## config.mk

```make
export PLATFORM = sky130hd
export DESIGN_NAME = ci_launcher_flat
export DESIGN_NICKNAME = d
export VERILOG_FILES = /design/src/rtl/ci_launcher_pkg.sv /design/src/rtl/ci_launcher_if.sv /design/src/rtl/ci_timeout_counter.sv /design/src/rtl/ci_launcher.sv /design/src/flat_wrapper.sv
export SDC_FILE = /design/constraint.sdc
export NUM_CORES = 1
export LEC_CHECK = 0
export CORE_MARGIN = 10
export CORE_UTILIZATION = 49
export DETAILED_ROUTE_END_ITERATION = 6
export PLACE_DENSITY = 0.82
export SLEW_MARGIN = 20
export SYNTH_ARGS = -nofsm -noshare
export SYNTH_HDL_FRONTEND = slang
export SYNTH_SLANG_ARGS = --single-unit
```

## constraint.sdc

```tcl
create_clock -name clock_i -period 4.45 [get_ports clock_i]
set_clock_uncertainty 0.15 [all_clocks]
set_input_delay 0.89 -clock clock_i [delete_from_list [all_inputs] [get_ports clock_i]]
set_output_delay 0.89 -clock clock_i [all_outputs]
set_load 0.01 [all_outputs]
```

## src/rtl/ci_launcher_pkg.sv

```systemverilog
// Shared definitions for the custom-instruction launcher: register map,
// CONTROL/STATUS bit positions and the sequencing FSM state type.
package ci_launcher_pkg;

    localparam logic [2:0] ADDR_CI_N    = 3'd0;
    localparam logic [2:0] ADDR_VALUE_A = 3'd1;
    localparam logic [2:0] ADDR_VALUE_B = 3'd2;
    localparam logic [2:0] ADDR_CTRL    = 3'd3;
    localparam logic [2:0] ADDR_RESULT  = 3'd4;

    localparam int CTRL_START_BIT  = 0;
    localparam int CTRL_IRQ_EN_BIT = 1;
    localparam int CTRL_CLEAR_BIT  = 2;

    localparam int STAT_BUSY_BIT    = 0;
    localparam int STAT_DONE_BIT    = 1;
    localparam int STAT_TIMEOUT_BIT = 2;
    localparam int STAT_IRQ_EN_BIT  = 3;

    typedef enum logic [1:0] {
        ST_IDLE  = 2'd0,
        ST_ISSUE = 2'd1,
        ST_WAIT  = 2'd2
    } ci_state_e;

    function automatic logic [31:0] pack_status(input logic busy, input logic done,
                                                input logic timeout, input logic irq_en);
        logic [31:0] s;
        s = '0;
        s[STAT_BUSY_BIT]    = busy;
        s[STAT_DONE_BIT]    = done;
        s[STAT_TIMEOUT_BIT] = timeout;
        s[STAT_IRQ_EN_BIT]  = irq_en;
        return s;
    endfunction

endpackage

```

## src/rtl/ci_launcher_if.sv

```systemverilog
// Custom-instruction handshake between a launcher (master) and a CI block (slave).
interface ci_launcher_if;
    logic [7:0]  ci_n;
    logic [31:0] ci_value_a;
    logic [31:0] ci_value_b;
    logic        ci_start;
    logic        ci_cke;
    logic        ci_done;
    logic [31:0] ci_result;

    modport master (
        output ci_n, ci_value_a, ci_value_b, ci_start, ci_cke,
        input  ci_done, ci_result
    );

    modport slave (
        input  ci_n, ci_value_a, ci_value_b, ci_start, ci_cke,
        output ci_done, ci_result
    );
endinterface

```

## src/rtl/ci_timeout_counter.sv

```systemverilog
// Saturating 32-bit watchdog counter. expired_o flags the last allowed WAIT
// cycle (count == limit-1); a zero limit disables the watchdog entirely.
module ci_timeout_counter (
    input  logic        clock_i,
    input  logic        reset_i,
    input  logic        clear_i,
    input  logic        enable_i,
    input  logic [31:0] limit_i,
    output logic        expired_o
);
    logic [31:0] count_q, count_d;

    // Clear has priority; counting stops at all-ones instead of wrapping.
    always_comb begin
        count_d = count_q;
        if (clear_i) begin
            count_d = '0;
        end else if (enable_i && (count_q != '1)) begin
            count_d = count_q + 32'd1;
        end
    end

    // Count register.
    always_ff @(posedge clock_i) begin
        if (reset_i) count_q <= '0;
        else         count_q <= count_d;
    end

    assign expired_o = (limit_i != '0) && (count_q == (limit_i - 32'd1));

endmodule

```

## src/rtl/ci_launcher.sv

```systemverilog
// Memory-mapped launcher for custom instructions: holds the operands, issues
// one start pulse, keeps the CI clocked until ciDone, captures the result and
// raises status/interrupt. An optional watchdog aborts a silent CI.
//
//   state    | meaning
//   ---------+----------------------------------------------------------
//   ST_IDLE  | no transaction; register writes and start accepted
//   ST_ISSUE | single cycle: ci_start=1, ci_cke=1; done here = combinational CI
//   ST_WAIT  | ci_cke=1, waiting for ci_done or watchdog expiry
module ci_launcher
    import ci_launcher_pkg::*;
#(
    parameter logic [31:0] TIMEOUT_CYCLES = 32'd0
) (
    input  logic          clock_i,
    input  logic          reset_i,
    input  logic [2:0]    bus_address_i,
    input  logic          bus_write_enable_i,
    input  logic [31:0]   bus_write_data_i,
    input  logic          bus_read_enable_i,
    output logic [31:0]   bus_read_data_o,
    output logic          bus_read_valid_o,
    ci_launcher_if.master ci_if,
    output logic          irq_o
);
    ci_state_e   state_q, state_d;
    logic [7:0]  ci_n_q;
    logic [31:0] value_a_q, value_b_q, result_q;
    logic        done_q, timeout_q, irq_en_q;
    logic [31:0] rd_data_q, rd_mux;
    logic        rd_valid_q;
    logic        set_done, set_timeout, cnt_clear, cnt_enable, expired;
    logic        busy, wr_ctrl, start_req, flag_clear;

    assign busy      = (state_q != ST_IDLE);
    assign wr_ctrl   = bus_write_enable_i && (bus_address_i == ADDR_CTRL);
    assign start_req = wr_ctrl && bus_write_data_i[CTRL_START_BIT];
    // Accepting a start also wipes the previous transaction's flags.
    assign flag_clear = (wr_ctrl && bus_write_data_i[CTRL_CLEAR_BIT]) ||
                        (start_req && !busy);

    ci_timeout_counter u_watchdog (
        .clock_i   (clock_i),
        .reset_i   (reset_i),
        .clear_i   (cnt_clear),
        .enable_i  (cnt_enable),
        .limit_i   (TIMEOUT_CYCLES),
        .expired_o (expired)
    );

    // FSM state register.
    always_ff @(posedge clock_i) begin
        if (reset_i) state_q <= ST_IDLE;
        else         state_q <= state_d;
    end

    // Next state plus completion/watchdog strobes; done beats expiry.
    always_comb begin
        state_d     = state_q;
        set_done    = 1'b0;
        set_timeout = 1'b0;
        cnt_clear   = 1'b0;
        cnt_enable  = 1'b0;
        case (state_q)
            ST_IDLE: begin
                if (start_req) begin
                    state_d   = ST_ISSUE;
                    cnt_clear = 1'b1;
                end
            end
            ST_ISSUE: begin
                if (ci_if.ci_done) begin
                    set_done = 1'b1;
                    state_d  = ST_IDLE;
                end else begin
                    state_d = ST_WAIT;
                end
            end
            ST_WAIT: begin
                if (ci_if.ci_done) begin
                    set_done = 1'b1;
                    state_d  = ST_IDLE;
                end else if (expired) begin
                    set_timeout = 1'b1;
                    state_d     = ST_IDLE;
                end else begin
                    cnt_enable = 1'b1;
                end
            end
            default: state_d = ST_IDLE;
        endcase
    end

    // Operand registers: frozen while a transaction is in flight.
    always_ff @(posedge clock_i) begin
        if (reset_i) begin
            ci_n_q    <= '0;
            value_a_q <= '0;
            value_b_q <= '0;
        end else if (bus_write_enable_i && !busy) begin
            case (bus_address_i)
                ADDR_CI_N:    ci_n_q    <= bus_write_data_i[7:0];
                ADDR_VALUE_A: value_a_q <= bus_write_data_i;
                ADDR_VALUE_B: value_b_q <= bus_write_data_i;
                default: ;
            endcase
        end
    end

    // Result, flags and irq enable; a set event outranks a clear.
    always_ff @(posedge clock_i) begin
        if (reset_i) begin
            result_q  <= '0;
            done_q    <= 1'b0;
            timeout_q <= 1'b0;
            irq_en_q  <= 1'b0;
        end else begin
            if (set_done)         result_q <= ci_if.ci_result;
            else if (set_timeout) result_q <= '0;

            if (set_done)        done_q <= 1'b1;
            else if (flag_clear) done_q <= 1'b0;

            if (set_timeout)     timeout_q <= 1'b1;
            else if (flag_clear) timeout_q <= 1'b0;

            if (wr_ctrl) irq_en_q <= bus_write_data_i[CTRL_IRQ_EN_BIT];
        end
    end

    // Read data selection.
    always_comb begin
        rd_mux = '0;
        case (bus_address_i)
            ADDR_CI_N:    rd_mux = {24'd0, ci_n_q};
            ADDR_VALUE_A: rd_mux = value_a_q;
            ADDR_VALUE_B: rd_mux = value_b_q;
            ADDR_CTRL:    rd_mux = pack_status(busy, done_q, timeout_q, irq_en_q);
            ADDR_RESULT:  rd_mux = result_q;
            default:      rd_mux = '0;
        endcase
    end

    // One-cycle read response; data is zero whenever valid is low.
    always_ff @(posedge clock_i) begin
        if (reset_i) begin
            rd_valid_q <= 1'b0;
            rd_data_q  <= '0;
        end else begin
            rd_valid_q <= bus_read_enable_i;
            rd_data_q  <= bus_read_enable_i ? rd_mux : '0;
        end
    end

    assign bus_read_data_o  = rd_data_q;
    assign bus_read_valid_o = rd_valid_q;
    assign ci_if.ci_n       = ci_n_q;
    assign ci_if.ci_value_a = value_a_q;
    assign ci_if.ci_value_b = value_b_q;
    assign ci_if.ci_start   = (state_q == ST_ISSUE);
    assign ci_if.ci_cke     = busy;
    assign irq_o            = irq_en_q && (done_q || timeout_q);

endmodule

```

## src/flat_wrapper.sv

```systemverilog
// flat-port wrapper written by rule: the top's interface ports become plain ports
module ci_launcher_flat import ci_launcher_pkg::*;
#(
    parameter logic [31:0] TIMEOUT_CYCLES = 32'd0
)
  (clock_i, reset_i, bus_address_i, bus_write_enable_i, bus_write_data_i, bus_read_enable_i, bus_read_data_o, bus_read_valid_o, irq_o, ci_if_ci_n, ci_if_ci_value_a, ci_if_ci_value_b, ci_if_ci_start, ci_if_ci_cke, ci_if_ci_done, ci_if_ci_result);
  ci_launcher_if ci_if_i ();
  input  logic clock_i;
  input  logic reset_i;
  input  logic [2:0] bus_address_i;
  input  logic bus_write_enable_i;
  input  logic [31:0] bus_write_data_i;
  input  logic bus_read_enable_i;
  output logic [31:0] bus_read_data_o;
  output logic bus_read_valid_o;
  output logic irq_o;
  output wire logic [$bits(ci_if_i.ci_n)-1:0] ci_if_ci_n;
  output wire logic [$bits(ci_if_i.ci_value_a)-1:0] ci_if_ci_value_a;
  output wire logic [$bits(ci_if_i.ci_value_b)-1:0] ci_if_ci_value_b;
  output wire logic [$bits(ci_if_i.ci_start)-1:0] ci_if_ci_start;
  output wire logic [$bits(ci_if_i.ci_cke)-1:0] ci_if_ci_cke;
  input wire logic [$bits(ci_if_i.ci_done)-1:0] ci_if_ci_done;
  input wire logic [$bits(ci_if_i.ci_result)-1:0] ci_if_ci_result;
  assign ci_if_ci_n = ci_if_i.ci_n;
  assign ci_if_ci_value_a = ci_if_i.ci_value_a;
  assign ci_if_ci_value_b = ci_if_i.ci_value_b;
  assign ci_if_ci_start = ci_if_i.ci_start;
  assign ci_if_ci_cke = ci_if_i.ci_cke;
  assign ci_if_i.ci_done = ci_if_ci_done;
  assign ci_if_i.ci_result = ci_if_ci_result;
  ci_launcher #(.TIMEOUT_CYCLES(TIMEOUT_CYCLES)) u_core (.clock_i(clock_i), .reset_i(reset_i), .bus_address_i(bus_address_i), .bus_write_enable_i(bus_write_enable_i), .bus_write_data_i(bus_write_data_i), .bus_read_enable_i(bus_read_enable_i), .bus_read_data_o(bus_read_data_o), .bus_read_valid_o(bus_read_valid_o), .ci_if(ci_if_i), .irq_o(irq_o));
endmodule
```

==> results of run 1 <==
synth_stat cells:
cell / n / area [µm²]
or4b_2: 1 / 10.01
a211o_1: 1 / 8.760
buf_2: 19 / 95.09
buf_4: 1 / 7.510
a21oi_1: 102 / 510.5
a22oi_1: 24 / 180.2
and2_1: 3 / 18.77
clkbuf_1: 27 / 101.4
or3b_1: 1 / 8.760
nand4_1: 1 / 6.260
o32ai_1: 1 / 8.760
o22ai_1: 4 / 25.02
mux2i_1: 19 / 190.2
a211oi_1: 8 / 60.06
buf_1: 2 / 7.510
ha_1: 4 / 50.05
a41oi_1: 1 / 8.760
nand3b_1: 1 / 7.510
dfxtp_1: 141 / 2823
nand3_1: 2 / 10.01
nor3_4: 1 / 16.27
nand2b_1: 4 / 25.02
o31ai_1: 1 / 7.510
nor3b_2: 1 / 12.51
a2bb2oi_1: 24 / 210.2
buf_6: 4 / 45.04
o21ai_0: 3 / 15.01
nor2b_1: 4 / 25.02
inv_1: 5 / 18.77
nor2_1: 42 / 157.7
nand2_1: 199 / 747.0
a222oi_1: 1 / 10.01
and2b_1: 1 / 7.510
nand3b_4: 1 / 20.02
flip-flops by register name, summed over array words and instances (netlist names):
signal / flops
u_core.bus_read_data_o: 32
u_core.bus_read_valid_o: 1
u_core.ci_if.ci_n: 8
u_core.ci_if.ci_value_a: 32
u_core.ci_if.ci_value_b: 32
u_core.done_q: 1
u_core.irq_en_q: 1
u_core.result_q: 32
u_core.state_q: 2
routing by layer:
layer	routed length (µm)	up-vias
met2	8865	348
met1	7193	2573
met3	2099	29
li1	-	2502
met4	352	0
met5	0	-
cell families after synthesis:
| logic type | Yosys count | share of synthesized area (%) |
|---|---|---|
| adder cells (fa/ha/maj) | 4 | 0.9175 |
| multiplexers | 19 | 3.486 |
| AND/OR/NAND/NOR | 262 | 19.66 |
| buffers and inverters | 58 | 5.046 |
| flip-flops | 141 | 51.74 |
| AO/OA/AOI/OAI | 170 | 19.15 |
path summary, 6_finish.rpt:
path / slack [ps] / endpoint / depth (start not counted) / start
setup reg to reg: 2120 / u_core.ci_if.ci_value_a[1] / 6 / u_core.state_q[0]
hold / removal: 300 / u_core.result_q[10] / 2 / u_core.result_q[10]
setup / recovery: 1390 / u_core.bus_read_data_o[27] / 5 / bus_address_i[1]
hold reg to reg: 300 / u_core.result_q[10] / 2 / u_core.result_q[10]
stage by stage:
step           std cells  setup slack [ps]  total power (µW)  instance area, µm²
6_report             962              1391              2889                7825
4_1_cts              961              1406              2898                7805
3_5_place_dp         930             966.0              1576                7247
5_1_grt              962              1290              2975                7825
2_1_floorplan        654              2258              1437                5455
3_3_place_gp         930             880.7              1571                7244
cell type report:
class | count | area (µm²)
fillers | 833 | 3063
flip-flops and latches | 141 | 2823
multi-input cells | 455 | 2371
repair buffers | 190 | 1879
clock buffers | 18 | 417.9
well taps | 140 | 175.2
clock inverters | 13 | 140.1
inverters | 5 | 18.77
power by group through the flow:
| stage | Sequential, µW | Clock [µW] | Combinational [µW] |
|---|---|---|---|
| 2_1_floorplan | 1330 | 0 | 104 |
| 3_3_place_gp | 1330 | 0 | 242 |
| 3_5_place_dp | 1330 | 0 | 246 |
| 4_1_cts | 1300 | 1350 | 249 |
| 5_1_grt | 1300 | 1400 | 269 |
| 6_report | 1300 | 1330 | 253 |
tightest hold or removal path, cell delays in order, from the launching register on:
cell,delay [ps]
dfxtp_1,310
nand2_1,50
a21oi_1,50
==> flow_summary.toml, run 1 <==
[run_status]
outcome = "finished, final reports clean"

[sta]
rsz0062_at_grt = "no"
timing.setup.tns_ps = 0
tightest_slew_ps = 1072
relSlewSlack_pct = 28.55
layout_min_cycle_time_ps = 3059
fmax_ghz = 0.3269
hold_ws_ps = 304.9
hold_viol = 0
setup_viol = 0
drv_slew = 0
post-route-period-util_pct = 68.74

[cells_and_area]
drive_above_1_share_pct = 6.204
post-route-util_pct = 71.87
final_common_cell = "nand2_1"
nets = 886
area_growth_pct = 43.44
mostFrequentLayoutCells = "198 x nand2_1, 177 x clkdlybuf4s50_1, 141 x dfxtp_1"
diodes = 0

[clock_network]
clk_latency_ps = 510
hold_buffers = 0
clock_sinks = 141
cts_root_buf = "clkbuf_8"
cts_setup_buffers = 0
cts_tree = "done"
clock_path_buffers = 2
cts_made_buffers = 17
cts.clk_slew.worst_paths_ps = 60
htreeDepth = 4
cts-resized-gates = 0

[worst_setup_path]
crit_family = "simple AND/OR/NAND/NOR gates"
worstPathMaxFanout = 24
worst-path-buf-inv = 1
arrival_ps = 3350
cp_common_cell = "nor2_1"
cp_data_required_time_ps = 4740
worstSetupPathType = "input port to flop"
worst_setup_path_start_kind = "input port"
max_stage_delay_ps = 890
worst_path_max_delay_cell = "and2_1"
worstPathCellList = "clkdlybuf4s50_1, nor2_1, and2_1, a2bb2oi_1, nor2_1"
endpoint_kind = "flop"

[power_and_ir_drop]
clockPowerShare_pct = 46.1
p_sw_uw = 683.2
seq_power_share_pct = 45.1
power.internal_uw = 2206
power_frac_comb_pct = 8.8
swShare_pct = 23.65
ir_worst_vdd_v = 0.0002115
power_density_nw_per_um2 = 369.2
leakage_uw = 0.002668

[global_route]
grt_overflow = 0
busiest_layer = "met2"
antenna_found_initial = 0
grt_usage_pct = 22.32
grt.met1_usage_pct = 26.14
first_global_vias = 5442
use_met3_pct = 8.407
use_met2_pct = 36.86
grt_max_degree = 112
grt_pass1_wl_mm = 29.08

[floorplan]
initial_core_util_pct = 50.10
ios = 180
core_um2 = 10890
rows = 38
die_x_um = 125.5
die_y_um = 125.5
die_area_um2 = 15750

[route]
wire_per_inst_um = 19.24
drc = 0
via_per_inst = 5.667
dr_total_vias = 5452
detail-route-antenna-nets = 0
drt_iter0_drc = 731
dr.pass1.iters = 7
routed_wl_mm = 18.51

[synth]
avgSynthCellArea_um2 = 8.341
ys_ff_latch = 141
synth_fp_nets = 730
yosysSeqAreaShare_pct = 51.74
yosysUniqueCellTypes = 34
synth.cell_area_um2 = 5455
yosys_warnings = 0
synth_cells = 654

[job]
drv_cap = 0

[min_path]
hold_path.class = "flop to flop"

[placement]
dp_hpwl_mm = 12.64
routabilityCongestion = 0.8712
io_buffers = 179
Power figures use the tool's default switching activity.
==> run 2, diff against run 1 <==
--- a/config.mk
+++ b/config.mk
@@ -6,9 +6,9 @@
 export NUM_CORES = 1
 export LEC_CHECK = 0
 export CORE_MARGIN = 10
-export CORE_UTILIZATION = 49
+export CORE_UTILIZATION = 41
 export DETAILED_ROUTE_END_ITERATION = 6
-export PLACE_DENSITY = 0.82
+export PLACE_DENSITY = 0.73
 export SLEW_MARGIN = 20
 export SYNTH_ARGS = -nofsm -noshare
 export SYNTH_HDL_FRONTEND = slang
==> constraint.sdc (replaced) <==
create_clock -name clock_i -period 2.68 [get_ports clock_i]
set_clock_uncertainty 0.15 [all_clocks]
set_input_delay 0.536 -clock clock_i [delete_from_list [all_inputs] [get_ports clock_i]]
set_output_delay 0.536 -clock clock_i [all_outputs]
set_load 0.01 [all_outputs]
==> run 2 against run 1 <==
  * Core utilization decreased by 10 points
  * First-iteration DRC count decreased by 39%
  * Sequential share of layout area decreased by 1.2 points
  * Via count decreased by 1.9%
  * Register-to-register slack got worse by 1500 ps
  * Critical path depth decreased by 1
  * Clock power increased by 89%
  * Non-clock buffer count increased by 14
==> flow_summary.toml, run 2 (synthesis results as in run 1) <==
[clock_network]
cts_tree = "done"
htreeDepth = 4
clock_sinks = 141
hold_buffers = 0
cts_made_buffers = 17
cts_root_buf = "clkbuf_16"
clock_path_buffers = 2
cts-resized-gates = 0
clk_latency_ps = 420
cts_setup_buffers = 0
cts.clk_slew.worst_paths_ps = 50

[placement]
dp_hpwl_mm = 12.88
pre_cts_ws_ps = 255.3
routabilityCongestion = 0.8923
io_buffers = 179

[min_path]
hold_path.class = "input port to flop"

[job]
drv_cap = 0

[cells_and_area]
post-route-util_pct = 61.55
area_growth_pct = 48.23
final_common_cell = "nand2_1"
multi_input_comb_area_um2 = 2374
nets = 900
seqCellArea_um2 = 2823
fillers = 1101
diodes = 0
mostFrequentLayoutCells = "199 x nand2_1, 177 x clkdlybuf4s50_1, 141 x dfxtp_1"
drive_above_1_share_pct = 7.168

[worst_setup_path]
arrival_ps = 1910
r2r_slack_ps = 610
worstPathMaxFanout = 5
endpoint_kind = "output pin"
worst_setup_path_start_kind = "flop"
cp_data_required_time_ps = 1990
worstSetupPathType = "flop to output pin"

[floorplan]
rows = 42
die_y_um = 135.4
initial_core_util_pct = 41.52
die_x_um = 135.4
core_um2 = 13140
ios = 180
die_area_um2 = 18320

[sta]
relSlewSlack_pct = 59.39
drv_slew = 0
post-route-period-util_pct = 96.92
timing.setup.tns_ps = 0
hold_viol = 0
setup_ws_ps = 82.60
fmax_ghz = 0.3850
setup_viol = 0
rsz0062_at_grt = "no"
tightest_slew_ps = 609.1
layout_min_cycle_time_ps = 2597

[run_status]
outcome = "finished, final reports clean"

[global_route]
grt_overflow = 0
grt_pass1_wl_mm = 28.71
grt_max_degree = 59
grt_usage_pct = 19.56
antenna_found_initial = 0
first_global_vias = 5449

[route]
routed_wl_mm = 18.36
via_per_inst = 5.279
drt_iter0_drc = 445
drc = 0
detail-route-antenna-nets = 0
dr_total_vias = 5348
wire_per_inst_um = 18.13
dr.pass1.iters = 6

[power_and_ir_drop]
ir_worst_vdd_v = 0.0004544
leakage_uw = 0.002791
power_density_nw_per_um2 = 631.8
run 2: worst max-delay path, stage by stage, from the launching register on:
cell	delay (ps)
dfxtp_1	380
inv_1	100
ha_1	320
inv_1	140
clkdlybuf4s50_1	560
run 2: final cells by class:
| class | count | area share (%) |
|---|---|---|
| tap | 176 | 2.723 |
| clock buffer | 26 | 6.174 |
| multi-input combinational | 455 | 29.35 |
| inverter | 5 | 0.2321 |
| sequential | 141 | 34.91 |
| clock inverter | 6 | 1.609 |
| timing repair buffer | 204 | 25.00 |
run 2: final timing paths:
path | from | depth (start not counted) | end
setup / recovery | u_core.state_q[0] | 4 | ci_if_ci_cke
hold / removal | reset_i | 3 | u_core.state_q[1]
setup reg to reg | u_core.state_q[0] | 7 | u_core.ci_if.ci_value_a[27]
hold reg to reg | u_core.result_q[31] | 2 | u_core.result_q[31]
run 2: where the power goes:
| part | switching [µW] | total (µW) | internal, µW |
|---|---|---|---|
| clock | 857 | 2510 | 1650 |
| combinational | 215 | 433 | 218 |
| sequential | 28.6 | 2160 | 2140 |
run 2: stage by stage:
| stage | cell area [µm²] | hold WS (ps) | total power, µW | std cells |
|---|---|---|---|---|
| floorplan | 5455 | 286.0 | 2387 | 654 |
| global placement | 7457 | 294.3 | 2631 | 981 |
| detailed placement | 7457 | 296.2 | 2638 | 981 |
| CTS | 8087 | 294.4 | 5129 | 1013 |
| global route | 8087 | 300.0 | 5254 | 1013 |
| finish | 8087 | 301.0 | 5109 | 1013 |
run 2: layer usage:
metal	global-route usage [%]	wire [µm]
met1	22.85	7624
met2	32.66	8888
met3	6.677	1559
met4	6.878	288
met5	0	0
==> run 3, diff against run 2 <==
--- a/config.mk
+++ b/config.mk
@@ -8,7 +8,7 @@
 export CORE_MARGIN = 10
 export CORE_UTILIZATION = 41
 export DETAILED_ROUTE_END_ITERATION = 6
-export PLACE_DENSITY = 0.73
+export PLACE_DENSITY = 0.78
 export SLEW_MARGIN = 20
 export SYNTH_ARGS = -nofsm -noshare
 export SYNTH_HDL_FRONTEND = slang
==> run 3 against run 2 <==
  * Register-to-register slack improved by 80 ps
  * Power shrank 6.6%
  * Routed wire length decreased by 2.2%
  * Largest power group unchanged
  * Maximum frequency grew 2.0%
==> flow_summary.toml, run 3 (synthesis results as in run 1) <==
[route]
drt_iter0_drc = 379
dr.pass1.iters = 5
detail-route-antenna-nets = 0
dr_total_vias = 5272
drc = 0
wire_per_inst_um = 17.70
routed_wl_mm = 17.95
via_per_inst = 5.199

[placement]
dp.cells = 982
place_area_um2 = 7415
io_buffers = 179
pre_cts_ws_ps = 211.1
routabilityCongestion = 0.8451
dp_hpwl_mm = 12.54

[worst_setup_path]
cp_data_required_time_ps = 1990
cp_common_cell = "inv_1"
worst_path_max_delay_cell = "clkdlybuf4s50_1"
crit_path_end = "ci_if_ci_cke"
crit_family = "buffers and inverters"
worst_setup_path_start_kind = "flop"
worstPathMaxFanout = 5
path_depth = 4
worstReg2RegStart = "u_core.state_q[1]"
worstPathCellList = "inv_1, ha_1, inv_1, clkdlybuf4s50_1"
endpoint_kind = "output pin"
worst-path-buf-inv = 3
max_stage_delay_ps = 560
r2r_cells = 7
arrival_ps = 1860
r2r-end = "u_core.ci_if.ci_value_a[22]"
r2r_slack_ps = 690
worstSetupPathType = "flop to output pin"
critPathLaunch = "u_core.state_q[0]"

[floorplan]
core_um2 = 13140
die_area_um2 = 18320
rows = 42
initial_core_util_pct = 41.52
ios = 180
die_x_um = 135.4
die_y_um = 135.4

[global_route]
grt_pass1_wl_mm = 28.28
first_global_vias = 5292
grt_overflow = 0
grt_usage_pct = 19.58
antenna_found_initial = 0
grt_max_degree = 45

[clock_network]
cts_tree = "done"
cts-resized-gates = 0
clock_sinks = 141
hold_buffers = 0
cts_setup_buffers = 0
clk_latency_ps = 420
htreeDepth = 4
clock_path_buffers = 2
cts_made_buffers = 17
cts.clk_slew.worst_paths_ps = 50
cts_root_buf = "clkbuf_16"

[run_status]
outcome = "finished, final reports clean"

[sta]
relSlewSlack_pct = 68.31
hold_viol = 0
layout_min_cycle_time_ps = 2546
tightest_slew_ps = 475.4
setup_viol = 0
drv_slew = 0
setup_ws_ps = 134.5
fmax_ghz = 0.3928
timing.setup.tns_ps = 0
post-route-period-util_pct = 94.98
rsz0062_at_grt = "no"

[cells_and_area]
stdcell_area_um2 = 7968
final_cells = 1014
fillers = 1140
drive_above_1_share_pct = 7.757
area_growth_pct = 46.06
diodes = 0
nets = 901
final_common_cell = "nand2_1"
mostFrequentLayoutCells = "199 x nand2_1, 177 x clkdlybuf4s50_1, 141 x dfxtp_1"

[power_and_ir_drop]
ir_worst_vdd_v = 0.0003549
total_power_uw = 4769
power_density_nw_per_um2 = 598.6
leakage_uw = 0.002745

[min_path]
hold_path.class = "flop to flop"
hp-start = "u_core.result_q[8]"

[job]
drv_cap = 0
[run 3: changes by cell type in the layout (fill, tap and decap cells not counted), sizes merged]
cell      previous run  this run
clkinvlp             0         3
clkinv               2         8
buf                 27        28
bufinv               4         1
clkbuf              26        20
[run 3: metal layers]
metal	up-vias	track usage, %	wire, µm
met5	-	0	0
met4	0	8.732	397
met3	27	7.567	1629
met2	217	32.26	8643
met1	2478	22.01	7279
li1	2550	-	-
[run 3: layout make-up]
| cell class | instances | area [µm²] | share of cell area (%) |
|---|---|---|---|
| Clock buffer | 20 | 456.7 | 5.732 |
| Clock inverter | 12 | 96.34 | 1.209 |
| Inverter | 5 | 18.77 | 0.2356 |
| Multi-Input combinational cell | 455 | 2374 | 29.79 |
| Sequential cell | 141 | 2823 | 35.43 |
| Tap cell | 176 | 220.2 | 2.764 |
| Timing Repair Buffer | 205 | 1979 | 24.84 |
[run 3: power by group]
part	internal, µW	leakage, µW	switching (µW)
clock	1310	0.000271	870
combinational	214	0.00133	213
sequential	2130	0.00114	26.3
[run 3: worst min-delay path by stage]
stage / to / slack [ps] / cells past startpoint
CTS: u_core.result_q[20] / 300 / 2
finish: u_core.result_q[8] / 300 / 2
global placement: u_core.result_q[2] / 290 / 2
global route: u_core.result_q[30] / 330 / 2
detailed placement: u_core.result_q[8] / 300 / 2
floorplan: u_core.result_q[0] / 290 / 2
[run 3: through the flow]
| stage | utilization (%) | hold slack [ps] |
|---|---|---|
| floorplan | - | 286.0 |
| global placement | 56.44 | 293.1 |
| detailed placement | 56.44 | 298.2 |
| CTS | 60.65 | 304.7 |
| global route | 60.65 | 331.1 |
| finish | 60.65 | 303.5 |
[run 3: tightest hold or removal path, stage by stage (launching register included)]
cell	delay (ps)
dfxtp_1	300
nand2_1	50
a21oi_1	50
